<file path="config.mk">
export PLATFORM = sky130hd
export DESIGN_NAME = elevador_n_pisos
export DESIGN_NICKNAME = d
export VERILOG_FILES = /design/src/rtl/elevador_pkg.sv /design/src/rtl/step_tick.sv /design/src/rtl/elevador_n_pisos.sv
export SDC_FILE = /design/constraint.sdc
export NUM_CORES = 1
export LEC_CHECK = 0
export BUFFER_PORTS_ARGS = -buffer_cell sky130_fd_sc_hd__buf_2
export CAP_MARGIN = 40
export CORE_UTILIZATION = 47
export CTS_CLUSTER_DIAMETER = 100
export DETAILED_ROUTE_END_ITERATION = 6
export PLACE_DENSITY = 0.69
export SLEW_MARGIN = 10
export SYNTH_ARGS = -nofsm -noshare
export SYNTH_HDL_FRONTEND = slang
export SYNTH_SLANG_ARGS = --single-unit
</file>
<file path="constraint.sdc">
create_clock -name clk -period 5.8 [get_ports clk]
set_input_delay 1.16 -clock clk [delete_from_list [all_inputs] [get_ports clk]]
set_output_delay 1.16 -clock clk [all_outputs]
set_load 0.02 [all_outputs]
</file>
<file path="src/rtl/elevador_pkg.sv">
// rtl/elevador_pkg.sv - state encoding and door LED helpers shared by the elevator controller
package elevador_pkg;

    typedef enum logic [2:0] {
        ST_IDLE  = 3'd0,
        ST_MOVE  = 3'd1,
        ST_OPEN  = 3'd2,
        ST_HOLD  = 3'd3,
        ST_CLOSE = 3'd4
    } elev_state_t;

    localparam int unsigned LED_MAX = 32;

    function automatic logic [LED_MAX-1:0] led_ones(input int unsigned w);
        led_ones = (w >= LED_MAX) ? '1 : ((LED_MAX'(1) << w) - LED_MAX'(1));
    endfunction

    function automatic logic [LED_MAX-1:0] led_fill(input int unsigned w, input logic v);
        led_fill = v ? led_ones(w) : '0;
    endfunction

    function automatic logic [LED_MAX-1:0] led_msb(input int unsigned w);
        led_msb = LED_MAX'(1) << (w - 1);
    endfunction

endpackage

</file>
<file path="src/rtl/step_tick.sv">
// rtl/step_tick.sv - free-running divider producing a one-clk step tick every STEP_DIV cycles
module step_tick #(
    parameter int STEP_DIV = 25000000
) (
    input  logic clk,
    input  logic rst_a_p,
    output logic tick
);
    localparam int CW = (STEP_DIV > 1) ? $clog2(STEP_DIV) : 1;
    localparam logic [CW-1:0] LAST = CW'(STEP_DIV - 1);

    logic [CW-1:0] cnt;

    assign tick = (cnt == LAST);

    always_ff @(posedge clk) begin
        if (rst_a_p) begin
            cnt <= '0;
        end else if (tick) begin
            cnt <= '0;
        end else begin
            cnt <= cnt + CW'(1);
        end
    end

endmodule

</file>
<file path="src/rtl/elevador_n_pisos.sv">
// rtl/elevador_n_pisos.sv - N-floor SCAN elevator controller with two-leaf door animation
// Optional obstruction sensor input and behaviour enabled by defining ELEV_OBSTRUCT_EN.
module elevador_n_pisos
    import elevador_pkg::*;
#(
    parameter int FLOORS    = 5,
    parameter int LED_W     = 5,
    parameter int STEP_DIV  = 25000000,
    parameter int DOOR_HOLD = 4
) (
    input  logic                       clk,
    input  logic                       rst_a_p,
    input  logic [FLOORS-1:0]          call_req,
`ifdef ELEV_OBSTRUCT_EN
    input  logic                       obstruct,
`endif
    output logic [$clog2(FLOORS)-1:0]  floor,
    output logic [LED_W-1:0]           izqLed,
    output logic [LED_W-1:0]           derLed,
    output logic                       moving,
    output logic                       dir_up,
    output logic [FLOORS-1:0]          pending
);
    localparam int FW = $clog2(FLOORS);
    localparam int HW = (DOOR_HOLD > 1) ? $clog2(DOOR_HOLD) : 1;
    localparam logic [FW-1:0]    TOP_FLOOR = FW'(FLOORS - 1);
    localparam logic [HW-1:0]    HOLD_LAST = HW'(DOOR_HOLD - 1);
    localparam logic [LED_W-1:0] LED_ONES  = LED_W'(led_ones(LED_W));
    localparam logic [LED_W-1:0] LED_ZEROS = LED_W'(led_fill(LED_W, 1'b0));
    localparam logic [LED_W-1:0] LED_MSB   = LED_W'(led_msb(LED_W));

    elev_state_t       state, state_n;
    logic [FW-1:0]     floor_n, arr;
    logic [LED_W-1:0]  izq_n, der_n;
    logic              dir_n;
    logic [HW-1:0]     hold_cnt, hold_n;
    logic [FLOORS-1:0] clr;
    logic              tick, obs;

    step_tick #(.STEP_DIV(STEP_DIV)) u_step_tick (
        .clk     (clk),
        .rst_a_p (rst_a_p),
        .tick    (tick)
    );

`ifdef ELEV_OBSTRUCT_EN
    assign obs = obstruct;
`else
    assign obs = 1'b0;
`endif

    function automatic logic calls_ahead(input logic [FLOORS-1:0] p, input logic [FW-1:0] f,
                                         input logic up);
        calls_ahead = 1'b0;
        for (int i = 0; i < FLOORS; i++) begin
            if (p[i] && (up ? (i > int'(f)) : (i < int'(f)))) calls_ahead = 1'b1;
        end
    endfunction

    always_comb begin
        state_n = state;
        floor_n = floor;
        izq_n   = izqLed;
        der_n   = derLed;
        dir_n   = dir_up;
        hold_n  = hold_cnt;
        clr     = '0;
        arr     = floor;
        if (tick) begin
            case (state)
                ST_IDLE: begin
                    izq_n = LED_ONES;
                    der_n = LED_ONES;
                    if (pending[floor]) begin
                        state_n    = ST_OPEN;
                        clr[floor] = 1'b1;
                    end else if (calls_ahead(pending, floor, dir_up)) begin
                        state_n = ST_MOVE;
                    end else if (calls_ahead(pending, floor, !dir_up)) begin
                        state_n = ST_MOVE;
                        dir_n   = !dir_up;
                    end
                end
                ST_MOVE: begin
                    // Saturating step keeps the car inside 0..FLOORS-1 even if the call set changes.
                    if (dir_up && floor != TOP_FLOOR) arr = floor + FW'(1);
                    else if (!dir_up && floor != '0) arr = floor - FW'(1);
                    floor_n = arr;
                    if (pending[arr]) begin
                        state_n  = ST_OPEN;
                        clr[arr] = 1'b1;
                    end else if (calls_ahead(pending, arr, dir_up)) begin
                        state_n = ST_MOVE;
                    end else if (calls_ahead(pending, arr, !dir_up)) begin
                        dir_n = !dir_up;
                    end else begin
                        state_n = ST_IDLE;
                    end
                end
                ST_OPEN: begin
                    izq_n = izqLed << 1;
                    der_n = derLed >> 1;
                    if (izq_n == LED_ZEROS && der_n == LED_ZEROS) begin
                        state_n = ST_HOLD;
                        hold_n  = '0;
                    end
                end
                ST_HOLD: begin
                    if (pending[floor] || obs) begin
                        hold_n     = '0;
                        clr[floor] = pending[floor];
                    end else if (hold_cnt == HOLD_LAST) begin
                        state_n = ST_CLOSE;
                    end else begin
                        hold_n = hold_cnt + HW'(1);
                    end
                end
                ST_CLOSE: begin
                    // Reopening keeps the partial leaf pattern; OPEN resumes shifting from it.
                    if (obs) begin
                        state_n    = ST_OPEN;
                        clr[floor] = 1'b1;
                    end else begin
                        izq_n = (izqLed >> 1) | LED_MSB;
                        der_n = (derLed << 1) | LED_W'(1);
                        if (izq_n == LED_ONES && der_n == LED_ONES) state_n = ST_IDLE;
                    end
                end
                default: state_n = ST_IDLE;
            endcase
        end
    end

    always_ff @(posedge clk) begin
        if (rst_a_p) begin
            state    <= ST_IDLE;
            floor    <= '0;
            izqLed   <= LED_ONES;
            derLed   <= LED_ONES;
            dir_up   <= 1'b1;
            moving   <= 1'b0;
            hold_cnt <= '0;
            pending  <= '0;
        end else begin
            state    <= state_n;
            floor    <= floor_n;
            izqLed   <= izq_n;
            derLed   <= der_n;
            dir_up   <= dir_n;
            moving   <= (state_n == ST_MOVE);
            hold_cnt <= hold_n;
            pending  <= (pending | call_req) & ~clr;
        end
    end

endmodule

</file>
# ---- Word level (Yosys, flattened, before mapping)
# Index checks and enable logic that the tools add are counted.
dict set report totals {
  register_bits 50
  inputBits 7
  out_inout_bits 20
  elab_cells 192
}
dict set report op_classes {
  n_addsub 4
  order_cmp 22
  n_eq_ne 18
  mux 96
  bitwise 4
  n_reduce_logical 39
}
# cell count
set ops {}
lappend ops {{two-way mux 1 bit} 64}
lappend ops {{two-way mux 3 bit} 15}
lappend ops {{case mux 5 bit (3 select lines)} 3}
lappend ops {{logical AND 1 bit} 26}
lappend ops {{adder 25 x 1 -> 25 bit, second input constant} 1}
lappend ops {{== test 25 bit, second input constant} 1}
lappend ops {{two-way mux 5 bit} 4}
lappend ops {{case mux 3 bit (5 select lines)} 1}
lappend ops {{inequality test 2 bit, second input constant} 7}
lappend ops {{> comparator 2 x 3 -> 1 bit, first input constant} 4}
lappend ops {{< comparator 1 x 3 -> 1 bit, first input constant} 4}
lappend ops {{< comparator 2 x 3 -> 1 bit, first input constant} 4}
lappend ops {{bitwise AND 5 bit} 2}
lappend ops {{logical NOT 5 bit} 2}
lappend ops {{== test 4 bit, second input constant} 2}
lappend ops {{< comparator 3 x 4 -> 1 bit, second input constant} 2}
lappend ops {{AND reduction 8 bit} 1}
lappend ops {{binary-select mux 1 bit (select 3 bit)} 2}
lappend ops {{demux 1 bit (select 3 bit)} 2}
lappend ops {{== test 3 x 1 -> 1 bit, second input constant} 2}
lappend ops {{== test 3 x 2 -> 1 bit, second input constant} 2}
lappend ops {{>= comparator 3 x 1 -> 1 bit, second input constant} 2}
lappend ops {{> comparator 1 x 3 -> 1 bit, first input constant} 2}
lappend ops {{> comparator 3 bit, first input constant} 2}
lappend ops {{other kinds (19)} 26}

# ---- Depth between registers and ports, before layout
dict set report logic_depth {
  word_depth 27
  ltp_mapped 13
}

# ---- By module
# A second synthesis with hierarchy kept.
dict set report hier_totals {
  cells_unflattened 402
  area_unflattened_um2 3144.3
}
# module n_inst cells_each area_each_um2 seq_area_each_um2
set modules_own_cells {}
lappend modules_own_cells {elevador_n_pisos 1 262 1974.4 500.5}
lappend modules_own_cells {step_tick 1 140 1169.9 500.5}

# ---- Worst setup path before layout
# OpenSTA, ideal clock, no wires.
dict set report synth_timing {
  path_type {register to register}
  from {reg floor[0]}
  to {reg state[1]}
  arrival_time_ns 2.912
  required_time_ns 5.685
  path_slack_ns 2.773
  stages_incl_launch_ff 14
  n_path_buf 3
  cell_sequence {dfxtp_1 -> inv_1 -> buf_2 -> ha_1 -> buf_2 -> buf_1 -> nor2b_1 -> o211a_1 -> a221o_1 -> nor4_1 -> o21bai_1 -> o211a_1 -> o22a_1 -> and2_1}
}
dict set report synth_via {
  elab_chain_len 23
  word_cells_on_any_way 115
  cone_classes {add/sub (2); order compare (18); eq/ne (1); mux (71); reduce/logical (23)}
}
# element line
set synth_lines {}
lappend synth_lines {{from (decl)} elevador_n_pisos.sv:17} ;# output logic [$clog2(FLOORS)-1:0] floor,
lappend synth_lines {{from (signal assigned)} elevador_n_pisos.sv:146} ;# floor <= floor_n;
lappend synth_lines {{parallel branches: the longest is 21 deep, another holds subtractor 3 x 1 -> 3 bit} -}
lappend synth_lines {{case mux 3 bit (5 select lines) (*)} elevador_n_pisos.sv:70} ;# case (state)
lappend synth_lines {{two-way mux 3 bit (*)} elevador_n_pisos.sv:69} ;# if (tick) begin
lappend synth_lines {{to (signal assigned)} elevador_n_pisos.sv:145} ;# state <= state_n;
lappend synth_lines {{to (decl)} elevador_n_pisos.sv:32} ;# elev_state_t state, state_n;
# Every way passes the cells marked *. The select of a mux whose other input is x is not followed.
# A chain may end at the register's enable or synchronous reset.

# ---- Worst setup path after layout
dict set report layout_timing {
  from {reg floor[0]}
  to {reg moving}
}
dict set report layout_via {
  elab_chain_len 24
  word_cells_on_any_way 116
  cone_classes {add/sub (2); order compare (18); eq/ne (2); mux (71); reduce/logical (23)}
}
# element line
set layout_lines {}
lappend layout_lines {{parallel branches: the longest is 21 deep, another holds subtractor 3 x 1 -> 3 bit} -}
lappend layout_lines {{case mux 3 bit (5 select lines) (*)} elevador_n_pisos.sv:70}
lappend layout_lines {{two-way mux 3 bit (*)} elevador_n_pisos.sv:69}
lappend layout_lines {{== test 3 x 1 -> 1 bit (*)} elevador_n_pisos.sv:150} ;# moving <= (state_n == ST_MOVE);
lappend layout_lines {{to (signal assigned)} elevador_n_pisos.sv:150}
lappend layout_lines {{to (decl)} elevador_n_pisos.sv:20} ;# output logic moving,
# Marks and branches as above.

==> results_dict.tcl <==
set metrics [dict create \
    outcome "completed" \
    grt_pass1_wl_mm 13.85 \
    grt_pass1_vias 2925 \
    drt-pass1-iter-count 4 \
    cts_tree "yes" \
    setup_violations 0 \
    diodes 0 \
    yosys-top-cells-count "nor2_1, dfxtp_1, o21ai_0" \
    yosysTopAreaCell "dfxtp_1" \
    die_y_um 87.77 \
    route.detailed.drc 0 \
    portBuffers 26 \
    hp-class "flip-flop to flip-flop" \
    netlist.area_leader.share_pct 28.95 \
    fmax_mhz 246.2 \
    n_fill_cell 692 \
    synthTopCellsByArea "dfxtp_1, nor2_1, o21ai_0, nand3_1, xnor2_1" \
    peakVddDrop_v 0.0001069 \
    dp_hpwl_mm 5.951 \
    yosys_warnings 0 \
    fin_area_mm2 0.003647 \
    power_density_mw_per_mm2 165.1 \
    fin_crit_sh_pct 70.03 \
    internal-power_uw 446.8 \
    cts.sinks 50 \
    syn_nets 465 \
    fin_worst_skew_ps 11.52 \
    synthFlopType "dfxtp_1" \
    end_kind "flip-flop" \
    path_max_fanout 21 \
    cts-root-buf "clkbuf_8" \
    clkLatencyLatePin_ps 310 \
    routed-via-count 3324 \
    final_hold_viol_count 0 \
    critPathLaunchType "flip-flop" \
    syn_inst 451 \
    rows 30 \
    cts_hold_buffers 0 \
    yosysSeqAreaShare_pct 28.95 \
    area_growth_pct 5.501 \
    dpl_cell_area_mm2 0.003565 \
    synthesis.area_mm2 0.003457 \
    power_uw 602.1 \
    wl_per_cell_um 15.48 \
    drtAntennaViolNets 0 \
    wl_mm 8.501 \
    p_leak_nw 1.334 \
    avgSynthCellArea_um2 7.665 \
    power.share.combinational_pct 6.7 \
    drive_above_1_share_pct 11.48 \
    track_usage_pct 22.45 \
    slew_violations 0 \
    cp.arrival_ps 4290 \
    cts_buffers 5 \
    yosysUniqueCellTypes 68 \
    rsz0062_at_grt "false" \
    p_sw_uw 155.3 \
    cts_resized 0 \
    crit_type "flip-flop to flip-flop" \
    p_seq_share_pct 59.5 \
    synthArstFlopShare_pct 0 \
    worst_slew_pin_slew_ps 832.9 \
    fp.dieArea_mm2 0.007703 \
    relSlewSlack_pct 43.96 \
    finalSetupTns_ps 0 \
    p_sw_share_pct 25.79 \
    viasPerCell 6.055 \
    globalplace.congestion 0.9133 \
    drt_iter0_drc 166 \
    die_w_um 87.77 \
    nNetsFinal 467 \
    utilization_pct 52.52 \
    yosys_register_bits 50 \
    io_pins 27 \
    crit_required_ps 6030 \
    clockBufferDepth 2 \
    antenna_found_initial 0 \
    maxCapViolCount 0 \
    pwr-share-clk_pct 33.8 \
    gr-total-overflow 0 \
    fin_ws_ps 1738 \
    grt_max_degree 38 \
    min_period_ps 4062 \
    synth_edf_count 0 \
    core_region_area_mm2 0.006944 \
    place_ws_ps 1830 \
    postCtsSetupBuffers 0 \
    path_clk_slew_ps 100 \
    synth_most_common_cell "nor2_1" \
    htreeDepth 2 \
    start_util_pct 49.78 \
]
==> layout make-up <==
| class | count | area, µm² | area share (%) |
|---|---|---|---|
| Multi-Input combinational cell | 350 | 2231 | 61.17 |
| Sequential cell | 50 | 1001 | 27.44 |
| Timing Repair Buffer | 28 | 145.1 | 3.979 |
| Tap cell | 96 | 120.1 | 3.293 |
| Clock buffer | 5 | 68.82 | 1.887 |
| Inverter | 18 | 67.56 | 1.852 |
| Clock inverter | 2 | 13.76 | 0.3774 |
==> through the flow <==
stage	std cells	hold slack [ps]
3_5_place_dp	542	448.6
5_1_grt	549	508.3
2_1_floorplan	451	426.0
6_report	549	465.8
3_3_place_gp	542	441.0
4_1_cts	549	470.6
==> critical path: stages, from the launching register on <==
cell	delay (ps)
dfxtp_1	750
inv_1	400
ha_1	750
xor2_1	270
nor3_1	90
a2111oi_0	690
a32oi_1	190
o211a_1	160
a211oi_1	250
o311ai_1	150
a211oi_1	290
==> cells by family (layout without fill, tap and decap cells) <==
family,after synthesis,count (layout),synth area share (%)
AO/OA/AOI/OAI,107,107,21.21
XOR/XNOR,25,25,6.334
adder cells (fa/ha/maj),7,7,2.533
buffers and inverters,51,53,6.514
flip-flops,50,50,28.95
multiplexers,13,13,4.560
AND/OR/NAND/NOR,198,198,29.90
==> layer usage <==
metal | global-route usage, % | vias to the layer above | routed length, µm
met5 | 0 | - | 0
met4 | 7.750 | 0 | 142
met3 | 3.393 | 15 | 496
met2 | 35.52 | 107 | 3889
met1 | 31.07 | 1568 | 3972
li1 | - | 1634 | -
==> path summary, 6_finish.rpt <==
| kind | from | endpoint | slack (ps) | cells after the start |
|---|---|---|---|---|
| worst max register to register | floor[0] | moving | 1740 | 10 |
| worst min register to register | u_step_tick.cnt[0] | u_step_tick.cnt[0] | 470 | 1 |
| worst min-delay path | u_step_tick.cnt[0] | u_step_tick.cnt[0] | 470 | 1 |
| worst max-delay path | floor[0] | moving | 1740 | 10 |
==> flip-flops by register name (all words and copies together) (netlist names), 2 cells and up <==
register,flops
hold_cnt,2
izqLed,5
floor,3
state,3
derLed,5
u_step_tick.cnt,25
pending,5
==> cells in the final DEF (no fill, tap or decap), types with 7 or more instances in the layout <==
cell type	count
dfxtp_1	50
buf_2	26
ha_1	7
nor2b_1	9
nand4_1	8
and3_1	7
nand2b_1	8
nand3_1	27
nand2_1	27
nor2_1	52
xor2_1	11
a21oi_1	23
mux2i_1	9
inv_1	17
nor3_1	17
nor4_1	10
xnor2_1	14
o22ai_1	7
o21ai_0	29
==> power by group through the flow <==
stage	Sequential [mW]	Clock [mW]	Combinational, mW
after global placement	0.366	0	0.0395
after CTS	0.358	0.211	0.0400
after global routing	0.359	0.224	0.0442
after floorplan	0.362	0	0.0301
final	0.358	0.204	0.0403
after detailed placement	0.366	0	0.0399
Note: power is estimated with default switching activity, not from simulation.
